--- config.mk ---
export PLATFORM = sky130hd
export DESIGN_NAME = rsa_job_scheduler
export DESIGN_NICKNAME = d
export VERILOG_FILES = /design/src/rtl/rsa_job_scheduler.sv
export SDC_FILE = /design/constraint.sdc
export NUM_CORES = 2
export LEC_CHECK = 0
export BUFFER_PORTS_ARGS = -buffer_cell sky130_fd_sc_hd__buf_2
export CAP_MARGIN = 20
export CORE_MARGIN = 1.5
export CORE_UTILIZATION = 61
export CTS_CLUSTER_SIZE = 16
export DETAILED_ROUTE_END_ITERATION = 12
export GPL_TIMING_DRIVEN = 1
export HOLD_SLACK_MARGIN = 0.08
export PLACE_DENSITY_LB_ADDON = 0.15
export SYNTH_ARGS = -nofsm -noshare
export SYNTH_HDL_FRONTEND = slang
export SYNTH_SLANG_ARGS = --single-unit
--- constraint.sdc ---
create_clock -name clk -period 8.75 [get_ports clk]
set_clock_uncertainty 0.15 [all_clocks]
set_input_delay 0.4375 -clock clk [delete_from_list [all_inputs] [get_ports clk]]
set_output_delay 0.4375 -clock clk [all_outputs]
set_load 0.03 [all_outputs]
--- src/rtl/rsa_job_scheduler.sv ---
// ============================================================================
// Module   : rsa_job_scheduler
// Purpose  : Shares one key-inverter and one mod-exp engine between two
//            requesters: key generation, then round-robin encrypt/decrypt jobs.
// Revision : 1.0 - initial release
// ============================================================================
`default_nettype none
`timescale 1ns/1ps

module rsa_job_scheduler #(
    parameter int WIDTH   = 32,
    parameter int TIMEOUT = 65535
) (
    input  logic                 clk,
    input  logic                 reset,
    input  logic [WIDTH-1:0]     p,
    input  logic [WIDTH-1:0]     q,
    input  logic                 key_load,
    output logic                 key_valid,
    output logic                 key_err,
    input  logic                 req0,
    input  logic                 req1,
    input  logic                 mode0,
    input  logic                 mode1,
    input  logic [WIDTH-1:0]     msg0,
    input  logic [WIDTH-1:0]     msg1,
    output logic                 gnt0,
    output logic                 gnt1,
    output logic                 done0,
    output logic                 done1,
    output logic [2*WIDTH-1:0]   result,
    output logic                 err,
    output logic                 busy,
    output logic                 inv_rst,
    input  logic                 inv_finish,
    input  logic [2*WIDTH-1:0]   key_e,
    input  logic [2*WIDTH-1:0]   key_d,
    output logic                 exp_rst,
    input  logic                 exp_finish,
    output logic [2*WIDTH-1:0]   exp_msg,
    output logic [2*WIDTH-1:0]   exp_exponent,
    output logic [2*WIDTH-1:0]   exp_modulo,
    input  logic [2*WIDTH-1:0]   exp_result
);

    typedef enum logic [2:0] {
        S_IDLE     = 3'd0,
        S_KEY_RST  = 3'd1,
        S_KEY_WAIT = 3'd2,
        S_EXP_RST  = 3'd3,
        S_EXP_WAIT = 3'd4,
        S_RESP     = 3'd5
    } state_t;

    localparam logic [15:0] c_timeout = 16'(TIMEOUT);

    state_t               r_state;
    logic [WIDTH-1:0]     r_p;
    logic [WIDTH-1:0]     r_q;
    logic [2*WIDTH-1:0]   r_e;
    logic [2*WIDTH-1:0]   r_d;
    logic [15:0]          r_cnt;
    logic                 r_last;
    logic                 r_owner;

    logic                 w_win;
    logic                 w_mode;
    logic [WIDTH-1:0]     w_msg;
    logic [2*WIDTH-1:0]   w_product;

    // On a tie the requester that was not served last wins.
    assign w_win     = (req0 & req1) ? ~r_last : req1;
    assign w_mode    = w_win ? mode1 : mode0;
    assign w_msg     = w_win ? msg1  : msg0;
    assign w_product = {{WIDTH{1'b0}}, r_p} * {{WIDTH{1'b0}}, r_q};

    always_ff @(posedge clk or negedge reset) begin
        if (!reset) begin
            r_state      <= S_IDLE;
            r_p          <= '0;
            r_q          <= '0;
            r_e          <= '0;
            r_d          <= '0;
            r_cnt        <= '0;
            r_last       <= 1'b1;
            r_owner      <= 1'b0;
            key_valid    <= 1'b0;
            key_err      <= 1'b0;
            gnt0         <= 1'b0;
            gnt1         <= 1'b0;
            done0        <= 1'b0;
            done1        <= 1'b0;
            result       <= '0;
            err          <= 1'b0;
            busy         <= 1'b0;
            inv_rst      <= 1'b1;
            exp_rst      <= 1'b1;
            exp_msg      <= '0;
            exp_exponent <= '0;
            exp_modulo   <= '0;
        end else begin
            gnt0  <= 1'b0;
            gnt1  <= 1'b0;
            done0 <= 1'b0;
            done1 <= 1'b0;
            case (r_state)
                S_IDLE: begin
                    if (key_load) begin
                        r_p       <= p;
                        r_q       <= q;
                        key_valid <= 1'b0;
                        key_err   <= 1'b0;
                        busy      <= 1'b1;
                        r_state   <= S_KEY_RST;
                    end else if (key_valid && (req0 || req1)) begin
                        gnt0         <= ~w_win;
                        gnt1         <= w_win;
                        exp_msg      <= {{WIDTH{1'b0}}, w_msg};
                        exp_exponent <= w_mode ? r_e : r_d;
                        r_owner      <= w_win;
                        busy         <= 1'b1;
                        r_state      <= S_EXP_RST;
                    end
                end
                S_KEY_RST: begin
                    r_cnt   <= '0;
                    inv_rst <= 1'b0;
                    r_state <= S_KEY_WAIT;
                end
                S_KEY_WAIT: begin
                    if (inv_finish) begin
                        r_e        <= key_e;
                        r_d        <= key_d;
                        exp_modulo <= w_product;
                        key_valid  <= 1'b1;
                        inv_rst    <= 1'b1;
                        busy       <= 1'b0;
                        r_state    <= S_IDLE;
                    end else if (r_cnt == c_timeout) begin
                        key_err <= 1'b1;
                        inv_rst <= 1'b1;
                        busy    <= 1'b0;
                        r_state <= S_IDLE;
                    end else begin
                        r_cnt <= r_cnt + 16'd1;
                    end
                end
                S_EXP_RST: begin
                    // exp_finish is deliberately not looked at while the engine is in reset.
                    r_cnt   <= '0;
                    exp_rst <= 1'b0;
                    r_state <= S_EXP_WAIT;
                end
                S_EXP_WAIT: begin
                    if (exp_finish || (r_cnt == c_timeout)) begin
                        result  <= exp_finish ? exp_result : '0;
                        err     <= ~exp_finish;
                        done0   <= ~r_owner;
                        done1   <= r_owner;
                        exp_rst <= 1'b1;
                        r_state <= S_RESP;
                    end else begin
                        r_cnt <= r_cnt + 16'd1;
                    end
                end
                S_RESP: begin
                    r_last  <= r_owner;
                    busy    <= 1'b0;
                    r_state <= S_IDLE;
                end
                default: begin
                    inv_rst <= 1'b1;
                    exp_rst <= 1'b1;
                    busy    <= 1'b0;
                    r_state <= S_IDLE;
                end
            endcase
        end
    end

endmodule

`default_nettype wire

## Word-level counts from Yosys, hierarchy flattened

Cells that the tools add are included.

- Memory bits (writable): 0
- Memory bits (read-only): 0
- Memories: 0
- Bits in latches: 0
- Input port bits: 329
- Register bits after elaboration: 447
- Word-level logic and storage cells: 109

- Div/mod/pow operators: 0
- Bitwise operators: 9
- Reduce and logical (&&, ||, !) cells: 21
- $lt $le $gt $ge: 0
- Mux-type cells: 40
- Multipliers: 1
- Shifts and indexed selects: 0
- Add/sub/neg operators: 1
- Equality and inequality tests: 15

Operators by type and width:

| kind | number |
|---|---|
| 64-bit 2-to-1 mux | 2 |
| 32-bit by 32-bit multiplier with 64-bit output | 1 |
| 16-bit 2-to-1 mux | 3 |
| 16-bit one-hot mux with 3 select lines | 1 |
| 32-bit 2-to-1 mux | 1 |
| 1-bit 2-to-1 mux | 22 |
| 16-bit by 1-bit adder with 16-bit output (second input constant) | 1 |
| 16-bit equality test (second input constant) | 1 |
| 3-bit 2-to-1 mux | 5 |
| 3-bit one-hot mux with 5 select lines | 1 |
| 2-bit != test (second input constant) | 7 |
| 3-bit AND reduction | 4 |
| 2-bit AND reduction | 5 |
| 1-bit one-hot mux with 3 select lines | 3 |
| 1-bit inverter | 8 |
| 4-bit AND reduction | 2 |
| 4-bit OR reduction | 2 |
| 3-bit by 2-bit equality test with 1-bit output (second input constant) | 2 |
| 3-bit equality test (second input constant) | 2 |
| 3-bit != test (second input constant) | 2 |
| 1-bit one-hot mux with 2 select lines | 2 |
| 3-bit by 1-bit equality test with 1-bit output (second input constant) | 1 |
| 3-bit zero test | 1 |
| 3-bit nonzero test | 1 |
| other kinds (6) | 7 |

## Depth between registers and ports, before layout

- Depth in word-level cells: 6
- Depth in mapped cells: 29
- Depth with buffers taken out: 27

## Least setup slack after synthesis

Ideal clock, no wire load.

- Kind: register to register
- Start point: register r_p[10]
- End point: register exp_modulo[59]
- Data required time: 8.474 ns
- Setup slack: 1.447 ns
- Period minus slack after synthesis: 7.303 ns
- Cell stages (with the launch flop): 28
- Setup time: 0.126 ns
- Arrival: 7.027 ns
- Cell sequence: dfrtp_1 > clkbuf_1 > and2_1 > fa_1 > inv_1 > fa_1 > inv_1 > fa_1 > inv_1 > fa_1 > inv_1 > fa_1 > fa_1 > fa_1 > inv_1 > fa_1 > inv_1 > ha_1 > buf_2 > and4_1 > nand3_1 > o21a_1 > o311a_1 > o221a_2 > o211a_1 > or2_4 > o2111a_1 > a221o_1

- Cells in the longest elaborated chain, start to end: 1

RTL lines:

| item | line | text |
|---|---|---|
| start, declared | 58 | `logic [WIDTH-1:0] r_p;` |
| start signal, assigned | 109 | `r_p <= p;` |
| 32-bit by 32-bit multiplier with 64-bit output | 75 | `assign w_product = {{WIDTH{1'b0}}, r_p} * {{WIDTH{1'b0}}, r_q};` |
| end signal, assigned | 134 | `exp_modulo <= w_product;` |
| end, declared | 42 | `output logic [2*WIDTH-1:0] exp_modulo,` |

Every way passes these cells.
A chain may end at the register's enable or synchronous reset.

## Final worst setup path

- Start point: register r_q[11]
- End point: register exp_modulo[59]

- Cells in the longest elaborated chain, start to end: 1

RTL lines:

| item | line | text |
|---|---|---|
| start, declared | 59 | `logic [WIDTH-1:0] r_q;` |
| start signal, assigned | 110 | `r_q <= q;` |
| 32-bit by 32-bit multiplier with 64-bit output | 75 |  |

Every way passes these cells.

==> impl_table.tex <==
\begin{tabular}{lr}
\hline
Metric & Value \\
\hline
\multicolumn{2}{l}{\textbf{Logic synthesis}} \\
Compound-gate portion of the synthesized area & 0.05726 \\
Fraction of the yosys area taken by sequential cells & 0.2189 \\
Area share of fa/ha/maj cells after synthesis & 0.4155 \\
Yosys reg bits & 447 \\
Post-synth EDFFs & 0 \\
Synth warnings & 0 \\
Asr flop ratio synth & 1.000 \\
Post-synth design cell area & 51,110 sq um \\
Share of cell area taken by muxes after synthesis & 0.03329 \\
Post-synthesis simple-gate area fraction & 0.1697 \\
Mean post-synth cell area & 9.533 sq um \\
Unique masters post-synth & 71 \\
Fraction of synthesized cell area in xor and xnor cells & 0.01080 \\
Primary FF master, synth & sky130\_fd\_sc\_hd\_\_dfrtp\_1 \\
Post-Synthesis Cells & 5,362 \\
Main combinational cell family by area after synthesis & adder cells \\
\multicolumn{2}{l}{\textbf{Timing}} \\
Setup violation total in the final timing report & 0 \\
Worst slew slack as a fraction of its limit & 0.2825 \\
Final hold viol count & 0 \\
Post-layout min period & 8447 ps \\
Tightest Pin Transition & 1076 ps \\
Unrepaired setup endpoints after global routing & false \\
Final period util & 0.9654 \\
Final count of pins violating max slew & 0 \\
Achievable frequency & 118.4 MHz \\
Summed negative setup slack over all endpoints & 0 ps \\
\multicolumn{2}{l}{\textbf{Route}} \\
DRC errors left & 0 \\
Total number of vias & 40,560 \\
Via-to-Cell Ratio & 5.634 \\
Router iterations before antenna repair & 6 \\
Initial DRC Count & 2,974 \\
Number of nets with antenna violations after detailed routing & 0 \\
Routed wire per std cell & 22.22 um \\
WL final & 159,900 um \\
\multicolumn{2}{l}{\textbf{Clock network}} \\
CTS tree & done \\
Total CTS buffers & 51 \\
Skew-Pair Late Insertion Delay & 660 ps \\
Clock transition time at the flip-flop clock pins of the worst setup and hold paths & 60 ps \\
Largest buffer count on any clock path & 3 \\
Htree depth & 2 \\
Number of post-CTS setup repair buffers & 0 \\
Clock sink total & 447 \\
Master cell of the clock root buffer & sky130\_fd\_sc\_hd\_\_clkbuf\_16 \\
\multicolumn{2}{l}{\textbf{Placed design}} \\
Total half-perimeter wirelength after legalization and detailed placement & 118,900 um \\
Final GP Congestion & 0.9409 \\
I/O Buffers & 562 \\
Post-placement cell area & 54,880 sq um \\
\multicolumn{2}{l}{\textbf{Critical path}} \\
Type of the worst setup path & register to register \\
Critical path startpoint category & register \\
CP Data Required Time & 9110 ps \\
Startpoint of the lowest-slack register-to-register path & r\_q[11] \\
Worst reg2reg setup slack & 300 ps \\
CP endpoint kind & register \\
Capture point of the worst reg-to-reg path & exp\_modulo[59] \\
Path depth of the worst reg2reg path & 25 \\
Data arrival at the endpoint of the critical path & 8810 ps \\
Largest fanout on the critical path & 17 \\
\multicolumn{2}{l}{\textbf{Layout}} \\
Final \#Nets & 7,563 \\
Final design area excluding fillers & 59,730 sq um \\
Layout cells sized above 1 & 0.1402 \\
Core utilization of the finished layout & 0.7240 \\
Fillers & 6,159 \\
Relative area change from synthesis to final layout & 16.86\% \\
\multicolumn{2}{l}{\textbf{Hold path}} \\
Worst hold path class & primary input to register \\
Min-Delay Path Depth & 5 \\
Startpoint of the lowest-slack hold path & exp\_finish \\
Worst hold path endpoint & exp\_rst \\
\multicolumn{2}{l}{\textbf{Global routing}} \\
Antenna violations before repair & 20 \\
First-pass GRT wire length & 248,600 um \\
Number of global-route vias before repair & 43,780 \\
GRT Util Overall & 0.3841 \\
Pin count of the biggest net entering global routing & 186 \\
Total global routing overflow & 0 \\
\multicolumn{2}{l}{\textbf{Floorplanning}} \\
Die ar. & 85,540 sq um \\
Core area & 82,500 sq um \\
Initial standard-cell utilization of the core & 0.6195 \\
Top-level I/O count & 595 \\
Die height & 292.5 um \\
Cell row count & 105 \\
DIE WIDTH & 292.5 um \\
\multicolumn{2}{l}{\textbf{Status}} \\
Outcome & completed \\
\multicolumn{2}{l}{\textbf{Run}} \\
Count of maximum capacitance violations & 0 \\
\hline
\end{tabular}
[per-layer routing]
| metal | vias up | track usage | part of all wire |
|---|---|---|---|
| li1 | 17550 | - | - |
| met1 | 20550 | 0.4313 | 0.34 |
| met2 | 1781 | 0.6402 | 0.49 |
| met3 | 668 | 0.08005 | 0.074 |
| met4 | 14 | 0.3036 | 0.097 |
| met5 | - | 0 | 0.00079 |
[Yosys cell counts, types with 11 or more instances]
master / n / area [sq um]
sky130_fd_sc_hd__and3_1: 14 / 87.58
sky130_fd_sc_hd__dfrtp_1: 444 / 11110
sky130_fd_sc_hd__and2_1: 609 / 3810
sky130_fd_sc_hd__xor2_1: 30 / 262.8
sky130_fd_sc_hd__inv_1: 903 / 3390
sky130_fd_sc_hd__buf_4: 34 / 255.2
sky130_fd_sc_hd__fa_1: 896 / 17940
sky130_fd_sc_hd__mux2_2: 64 / 720.7
sky130_fd_sc_hd__o31ai_1: 11 / 82.58
sky130_fd_sc_hd__mux2i_1: 98 / 980.9
sky130_fd_sc_hd__o21ai_0: 185 / 925.9
sky130_fd_sc_hd__ha_1: 264 / 3303
sky130_fd_sc_hd__clkbuf_1: 286 / 1074
sky130_fd_sc_hd__a21o_1: 39 / 292.8
sky130_fd_sc_hd__nand2_1: 1044 / 3919
sky130_fd_sc_hd__xnor2_1: 33 / 289.0
sky130_fd_sc_hd__a21oi_1: 74 / 370.4
sky130_fd_sc_hd__nand4_1: 27 / 168.9
sky130_fd_sc_hd__a22o_1: 64 / 560.5
sky130_fd_sc_hd__nand3_1: 22 / 110.1
sky130_fd_sc_hd__o21bai_1: 14 / 105.1
sky130_fd_sc_hd__nor2_1: 58 / 217.7
sky130_fd_sc_hd__buf_1: 19 / 71.32
[sequential cells by signal, summed over array words and instances, names as in the netlist, 3 cells and up]
signal and flops:
r_q 32, r_p 32, r_d 64, r_state 3, exp_modulo 64, result 64
r_cnt 16, exp_exponent 64, r_e 64, exp_msg 32
[per-stage QoR]
step                instances  hold WS [ps]  worst slack, ps
finish                   7199         116.2            302.8
global route             7197         118.7            110.2
CTS                      7183         83.44            365.6
detailed placement       6790         301.1            404.2
global placement         6790         293.8            493.2
floorplan                5393        -8.091             1447
[cell usage in the layout, fill, tap and decap left out, drive strengths merged, types with 7 or more instances in the layout]
cell	count
a211oi	8
a21o	39
a21oi	74
a22o	64
and2	610
and3	14
buf	674
clkbuf	61
clkinv	19
conb	32
dfrtp	444
diode	15
dlygate4sd3	300
fa	896
ha	264
inv	904
mux2	64
mux2i	98
nand2	1045
nand2b	8
nand3	22
nand4	27
nor2	58
nor2b	7
nor3	10
o21a	7
o21ai	188
o21bai	14
o31ai	11
xnor2	33
xor2	30
[cell families (layout without fill, tap and decap cells)]
logic type      after synthesis  in the layout
xor+xnor                     63             63
buf+inv                    1249           1970
compound gates              451            451
mux                         162            162
flops                       447            447
other cells                   1             47
fa+ha+maj                  1160           1160
simple gates               1829           1829
[critical path, stage by stage, from the launching register on]
cell and delay [ps]:
sky130_fd_sc_hd__dfrtp_1 850, sky130_fd_sc_hd__buf_4 360, sky130_fd_sc_hd__nand2_1 110, sky130_fd_sc_hd__fa_1 550, sky130_fd_sc_hd__inv_1 50, sky130_fd_sc_hd__fa_1 490, sky130_fd_sc_hd__inv_1 70, sky130_fd_sc_hd__fa_1 530
sky130_fd_sc_hd__inv_1 50, sky130_fd_sc_hd__fa_1 470, sky130_fd_sc_hd__fa_1 510, sky130_fd_sc_hd__inv_1 80, sky130_fd_sc_hd__fa_1 590, sky130_fd_sc_hd__fa_1 470, sky130_fd_sc_hd__fa_1 500, sky130_fd_sc_hd__inv_1 40
sky130_fd_sc_hd__ha_1 410, sky130_fd_sc_hd__and2_4 230, sky130_fd_sc_hd__nand3_1 110, sky130_fd_sc_hd__inv_1 90, sky130_fd_sc_hd__nand3_1 90, sky130_fd_sc_hd__or2_2 310, sky130_fd_sc_hd__o211a_1 340, sky130_fd_sc_hd__or2_4 320
sky130_fd_sc_hd__o2111a_1 240, sky130_fd_sc_hd__a221o_1 260
[how the worst max path moves through the flow]
stage | start | to | slack [ps] | cells past startpoint
after floorplan | r_p[10] | exp_modulo[59] | 1450 | 27
after global placement | r_q[11] | exp_modulo[59] | 490 | 25
after detailed placement | r_q[11] | exp_modulo[59] | 400 | 25
after CTS | r_q[11] | exp_modulo[59] | 370 | 25
after global routing | r_q[6] | exp_modulo[60] | 110 | 25
final | r_q[11] | exp_modulo[59] | 300 | 25
[layout make-up]
type,instances,area [sq um],area share
diodes,15,37.54,0.0006284
well taps,1070,1339,0.02241
repair buffers,974,6724,0.1126
clock buffers,61,1395,0.02336
inverters,903,3390,0.05674
multi-input cells,3697,35260,0.5904
flip-flops and latches,447,11190,0.1873
clock inverters,32,395.4,0.006619
[timing repair]
| action | in CTS | in global routing |
|---|---|---|
| endpoints found under the hold margin | 364 | 0 |
| hold buffers | 300 | 0 |
| gates resized for setup | 0 | 0 |
Power is left out: the tool's default activity adds up to more than one toggle a clock period on the data nets, which glitch-free logic cannot reach.
